===== src/rtl/ntt_pkg.sv =====
// ntt_pkg: shared definitions for the NTT data-memory loader, controller and unloader.
//   BN             - number of memory banks, which is also the row length
//   ADDR_W         - default per-bank write address width
//   loader_state_e - coefficient loader FSM states
package ntt_pkg;

  localparam int unsigned D_WIDTH_DEF = 32;
  localparam int unsigned BN          = 16;
  localparam int unsigned MA_DEF      = 64;
  localparam int unsigned ADDR_W      = $clog2(MA_DEF);

  typedef enum logic [1:0] {
    IDLE  = 2'd0,
    FILL  = 2'd1,
    WRITE = 2'd2,
    DONE  = 2'd3
  } loader_state_e;

endpackage


===== src/rtl/mod_reduce.sv =====
// mod_reduce: combinational single conditional subtract into [0, modulus).
//   value_i   - raw value
//   modulus_i - reduction modulus
//   result_o  - value_i, value_i - modulus_i, or 0 when value_i >= 2*modulus_i
//   err_o     - high when value_i >= 2*modulus_i (cannot be reduced by one subtract)
module mod_reduce #(
  parameter int unsigned D_WIDTH = 32
) (
  input  logic [D_WIDTH-1:0] value_i,
  input  logic [D_WIDTH-1:0] modulus_i,
  output logic [D_WIDTH-1:0] result_o,
  output logic               err_o
);

  // One extra bit so 2*modulus never overflows the compare.
  logic [D_WIDTH:0] val_x;
  logic [D_WIDTH:0] mod_x;
  logic [D_WIDTH:0] mod2_x;

  always_comb begin
    val_x    = {1'b0, value_i};
    mod_x    = {1'b0, modulus_i};
    mod2_x   = {modulus_i, 1'b0};
    result_o = value_i;
    err_o    = 1'b0;
    if (val_x >= mod2_x) begin
      result_o = '0;
      err_o    = 1'b1;
    end else if (val_x >= mod_x) begin
      result_o = value_i - modulus_i;
    end
  end

endmodule


===== src/rtl/ntt_coef_loader.sv =====
// ntt_coef_loader: streams coefficients into the BN-bank NTT data memory.
// Each accepted coefficient is reduced mod `modulus` and packed into a row
// buffer; every BN coefficients the row is written to all banks at once, so
// coefficient n lands in bank n%BN at address n/BN.
//   clk, rst        - clock, asynchronous active-low reset
//   start           - begin a load (honoured only when idle)
//   modulus         - reduction modulus, stable while busy
//   in_valid/in_data/in_ready - coefficient stream
//   mem_wr_en/mem_wr_addr/mem_wr_data - row write to all banks
//   busy            - load in progress (FILL/WRITE)
//   load_done       - one-cycle pulse after the last row is written
//   range_err       - sticky: some input was >= 2*modulus
module ntt_coef_loader #(
  parameter int unsigned D_WIDTH = ntt_pkg::D_WIDTH_DEF,
  parameter int unsigned BN      = ntt_pkg::BN,
  parameter int unsigned MA      = ntt_pkg::MA_DEF,
  parameter int unsigned ADDR_W  = $clog2(MA)
) (
  input  logic                  clk,
  input  logic                  rst,
  input  logic                  start,
  input  logic [D_WIDTH-1:0]    modulus,
  input  logic                  in_valid,
  input  logic [D_WIDTH-1:0]    in_data,
  output logic                  in_ready,
  output logic                  mem_wr_en,
  output logic [ADDR_W-1:0]     mem_wr_addr,
  output logic [BN*D_WIDTH-1:0] mem_wr_data,
  output logic                  busy,
  output logic                  load_done,
  output logic                  range_err
);

  import ntt_pkg::loader_state_e;
  import ntt_pkg::IDLE;
  import ntt_pkg::FILL;
  import ntt_pkg::WRITE;
  import ntt_pkg::DONE;

  localparam int unsigned         COL_W    = (BN > 1) ? $clog2(BN) : 1;
  localparam logic [COL_W-1:0]    COL_LAST = COL_W'(BN - 1);
  localparam logic [ADDR_W-1:0]   ROW_LAST = ADDR_W'(MA - 1);

  loader_state_e       state_q, state_d;
  logic [COL_W-1:0]    col_q, col_d;
  logic [ADDR_W-1:0]   row_q, row_d;
  logic [D_WIDTH-1:0]  row_buf_q [BN];
  logic [D_WIDTH-1:0]  row_buf_d [BN];
  logic                range_err_q, range_err_d;
  logic                wr_en_q, wr_en_d;

  logic [D_WIDTH-1:0]  red_data;
  logic                red_err;

  mod_reduce #(
    .D_WIDTH (D_WIDTH)
  ) u_reduce (
    .value_i   (in_data),
    .modulus_i (modulus),
    .result_o  (red_data),
    .err_o     (red_err)
  );

  always_comb begin
    state_d     = state_q;
    col_d       = col_q;
    row_d       = row_q;
    row_buf_d   = row_buf_q;
    range_err_d = range_err_q;
    wr_en_d     = 1'b0;

    unique case (state_q)
      IDLE: begin
        if (start) begin
          state_d     = FILL;
          col_d       = '0;
          row_d       = '0;
          range_err_d = 1'b0;
        end
      end

      FILL: begin
        if (in_valid) begin
          row_buf_d[col_q] = red_data;
          if (red_err) begin
            range_err_d = 1'b1;
          end
          if (col_q == COL_LAST) begin
            // Row buffer and address registers feed the memory port directly;
            // raising the write strobe here makes all three valid in WRITE.
            col_d   = '0;
            state_d = WRITE;
            wr_en_d = 1'b1;
          end else begin
            col_d = col_q + 1'b1;
          end
        end
      end

      WRITE: begin
        if (row_q == ROW_LAST) begin
          state_d = DONE;
        end else begin
          row_d   = row_q + 1'b1;
          state_d = FILL;
        end
      end

      DONE: begin
        state_d = IDLE;
      end

      default: begin
        state_d = IDLE;
      end
    endcase
  end

  always_ff @(posedge clk or negedge rst) begin
    if (!rst) begin
      state_q     <= IDLE;
      col_q       <= '0;
      row_q       <= '0;
      range_err_q <= 1'b0;
      wr_en_q     <= 1'b0;
      for (int unsigned i = 0; i < BN; i++) begin
        row_buf_q[i] <= '0;
      end
    end else begin
      state_q     <= state_d;
      col_q       <= col_d;
      row_q       <= row_d;
      range_err_q <= range_err_d;
      wr_en_q     <= wr_en_d;
      for (int unsigned i = 0; i < BN; i++) begin
        row_buf_q[i] <= row_buf_d[i];
      end
    end
  end

  always_comb begin
    mem_wr_data = '0;
    for (int unsigned b = 0; b < BN; b++) begin
      mem_wr_data[b*D_WIDTH +: D_WIDTH] = row_buf_q[b];
    end
  end

  assign in_ready    = (state_q == FILL);
  assign busy        = (state_q == FILL) || (state_q == WRITE);
  assign load_done   = (state_q == DONE);
  assign mem_wr_en   = wr_en_q;
  assign mem_wr_addr = row_q;
  assign range_err   = range_err_q;

endmodule


===== config.mk =====
export PLATFORM = sky130hd
export DESIGN_NAME = ntt_coef_loader
export DESIGN_NICKNAME = d
export VERILOG_FILES = /design/src/rtl/ntt_pkg.sv /design/src/rtl/mod_reduce.sv /design/src/rtl/ntt_coef_loader.sv
export SDC_FILE = /design/constraint.sdc
export NUM_CORES = 1
export LEC_CHECK = 0
export BUFFER_PORTS_ARGS = -buffer_cell sky130_fd_sc_hd__buf_2
export CORE_ASPECT_RATIO = 0.9
export CORE_UTILIZATION = 45
export CTS_BUF_LIST = sky130_fd_sc_hd__clkbuf_8
export CTS_CLUSTER_DIAMETER = 80
export DETAILED_ROUTE_END_ITERATION = 8
export PLACE_DENSITY = 0.7
export REMOVE_ABC_BUFFERS = 1
export SYNTH_ARGS = -nofsm -noshare
export SYNTH_HDL_FRONTEND = slang
export SYNTH_SLANG_ARGS = --single-unit

===== constraint.sdc =====
create_clock -name clk -period 2.9 [get_ports clk]
set_clock_uncertainty 0.2 [all_clocks]
set_input_delay 0.29 -clock clk [delete_from_list [all_inputs] [get_ports clk]]
set_output_delay 0.29 -clock clk [all_outputs]
set_load 0.01 [all_outputs]

==> key figures <==
STA
  • Final Hold Viols: 0
  • Fmax: 357 MHz
  • Endpoints failing setup: 0
  • TNS Setup: 0 ns
  • Final hold slack: 0.0545 ns
  • Crit share post-route: between 90% and 100%
  • Crit path time final: 2.80 ns
  • Worst Max-Slew Pin Slew: between 0.7 and 0.8 ns
  • Worst slew margin: between 40% and 50%
  • Final-report max-slew violation count: 0
  • Unrepaired setup endpoints after global routing: yes

Logic synthesis
  • Synth top cells by count: nand2_1 (562), dfrtp_1 (526), o21ai_0 (470)
  • Number of flops mapped to enable cells by yosys: 0
  • Syn. warnings: 0
  • Mapped Area: around 0.022 mm^2
  • Cells after synthesis: around 2300
  • Netlist cell types: ~70
  • Mapped Avg Cell Area: approximately 9.8 um^2
  • Main synth FF type: dfrtp_1
  • Ranking of synthesized cells by area: dfrtp_1 (59%), o21ai_0 (11%), nand2_1 (9.4%), ha_1 (4.0%), clkbuf_1 (2.1%)
  • Yosys top cell area share: a little under 60%
  • Seq/Total Area, Yosys: between 50% and 60%
  • Most frequent cell after synthesis: nand2_1
  • Asr flop ratio synth: 100%
  • Seq cells post-synth: about 530
  • Synth area leader: dfrtp_1

Final layout
  • Area Growth Syn to Fin: 33.2%
  • Layout cells sized above 1: between 30 and 40%
  • Fillers: around 4200
  • Nets: approximately 3200
  • Final core occ: between 60 and 70%

Clock network
  • Clock root buffer: clkbuf_8
  • Clock latency on the worst-skew pair: roughly 0.7 ns
  • Worst-path clk slew: around 0.060 ns
  • H-tree Lvls: 3
  • CTS Buffer Depth: 3
  • CTS buffer count: between 80 and 90
  • TritonCTS clock tree: yes
  • Total clock sinks: 526

Detailed routing
  • Via count: 20300
  • Vias per inst: between 5 and 6
  • DRT iter0 DRCs: ~1400
  • Post-route DRC: 0
  • Routed WL: 80.9 mm
  • Drt pass-1 iters: 5
  • Antenna-violating nets left: 0
  • WL per Instance: between 20 and 25 um

Die
  • Ports: 591
  • Die width: approximately 240 um
  • Core ar.: between 0.04 and 0.05 mm^2
  • Initial Util: between 40% and 50%
  • Die ar.: between 0.05 and 0.06 mm^2
  • Site Rows: 77
  • Die Ht: around 210 um

Power and ir drop
  • Max IR drop VDD: approximately 0.53 mV
  • Leakage power: roughly 16 nW
  • Pwr dens: 700 mW/mm^2

Job
  • MaxCap Viol Count: 0

Setup path
  • WP data arrival: 3.15 ns
  • Crit Path Max Fanout: 16
  • CP endpoint kind: flip-flop
  • Cell Chain, Critical Path: buf_2, inv_1, ha_1, nor2b_1, o21bai_1, a2111oi_2, o21a_1, o311a_1, o211a_1, or3_4, a31oi_4, buf_12, o21ai_0
  • Critical path data required time: ~3.3 ns
  • Largest stage delay on the critical path: ~0.38 ns
  • CP max stage cell: o311a_1
  • Crit Path Category: primary input to flip-flop
  • CP Launch Type: primary input

GRT
  • Vias in the first global route: about 20000
  • Global route total overflow: 0
  • First-pass GRT wire length: around 120 mm
  • Initial antenna violation count: 6
  • Tot GR Track Use: about a third
  • Pin count of the biggest net entering global routing: 76

Placement
  • Routability congestion estimate: slightly below 1
  • I/O Buffers: 590
  • Post-DP HPWL: between 50 and 60 mm

Status
  • Status: finished clean

Min path
  • Hold Crit Class: primary input to flip-flop
[logic make-up after synthesis]
family	count (synthesis)	share of synthesized area, %
AO/OA/AOI/OAI	704	18.5
AND/OR/NAND/NOR	722	13.1
buffers and inverters	220	4.00
XOR/XNOR	18	0.704
flip-flops	526	58.8
multiplexers	15	0.805
adder cells (fa/ha/maj)	73	4.11
[placed cells by master, fill, tap and decap left out, drive strengths merged, types with 8 or more instances in the layout]
master,n
clkbuf,105
o21ai,503
dfrtp,526
nor3,20
nand4,8
and3,11
a21o,30
o31ai,20
xnor2,13
nor2,55
and2,14
buf,838
a211oi,9
nand3,26
inv,93
a21oi,42
ha,72
a22o,18
o211ai,10
nor2b,8
nand2,562
a31oi,23
mux2,11
[what timing repair did]
action | 4_1_cts | 5_1_grt
hold buffers | 7 | 0
hold endpoints to repair | 450 | 0
gates resized for setup | 0 | 36
setup buffers | 0 | 4
setup endpoints to repair | 0 | 367
[path summary, 6_finish.rpt]
kind	from	end	slack, ns	depth (start not counted)
max	modulus[1]	mem_wr_data[415]	0.1	13
min in group asynchronous	rst	mem_wr_data[313]	0.13	3
max in group asynchronous	rst	mem_wr_addr[1]	1.72	3
min reg2reg	mem_wr_data[56]	mem_wr_data[56]	0.27	2
min	in_data[2]	mem_wr_data[482]	0.05	5
max reg2reg	state_q[1]	col_q[1]	0.22	7
[critical path, delay by kind of cell]
kind / cells / cell delay, ns
compound gates: 7 / 1.63
fa+ha+maj: 1 / 0.26
simple gates: 2 / 0.54
buf+inv: 3 / 0.43
[per-layer routing]
| layer | track usage (%) | vias up | part of all wire (%) |
|---|---|---|---|
| li1 | - | 9302 | - |
| met1 | 39.0 | 9911 | 39 |
| met2 | 52.6 | 914 | 48 |
| met3 | 8.90 | 170 | 8.8 |
| met4 | 13.8 | 2 | 3.6 |
| met5 | 0 | - | 0.016 |
[cell type report]
cell class / instances / area, um^2 / share of cell area, %
sequential: 526 / 13200 / 44.1
multi-input combinational: 1532 / 8470 / 28.4
timing repair buffer: 845 / 5470 / 18.4
clock buffer: 104 / 1430 / 4.80
tap: 632 / 791 / 2.65
inverter: 66 / 248 / 0.831
clock inverter: 35 / 234 / 0.785
antenna: 6 / 15.0 / 0.0503
[stage by stage]
stage               cell area (um^2)  total power, mW  std cells  setup slack [ns]
floorplan                      21700             11.4       2124             -1.31
global placement               27900             14.3       3588            -0.674
detailed placement             27900             14.5       3588            -0.665
CTS                            29700             20.9       3734            0.0547
global route                   29800             21.9       3744           -0.0225
finish                         29800             20.9       3746            0.0991
[flip-flops by register name, summed over array words and instances, names as in the netlist]
| name | count |
|---|---|
| mem_wr_en | 1 |
| state_q | 2 |
| mem_wr_addr | 6 |
| mem_wr_data | 512 |
| col_q | 4 |
| range_err | 1 |
[report_power, final]
part / internal, mW / switching [mW]
Clock: 3.47 / 2.90
Sequential: 8.39 / 0.627
Combinational: 2.17 / 3.31
Total: 14.0 / 6.84
Power figures use the tool's default switching activity.
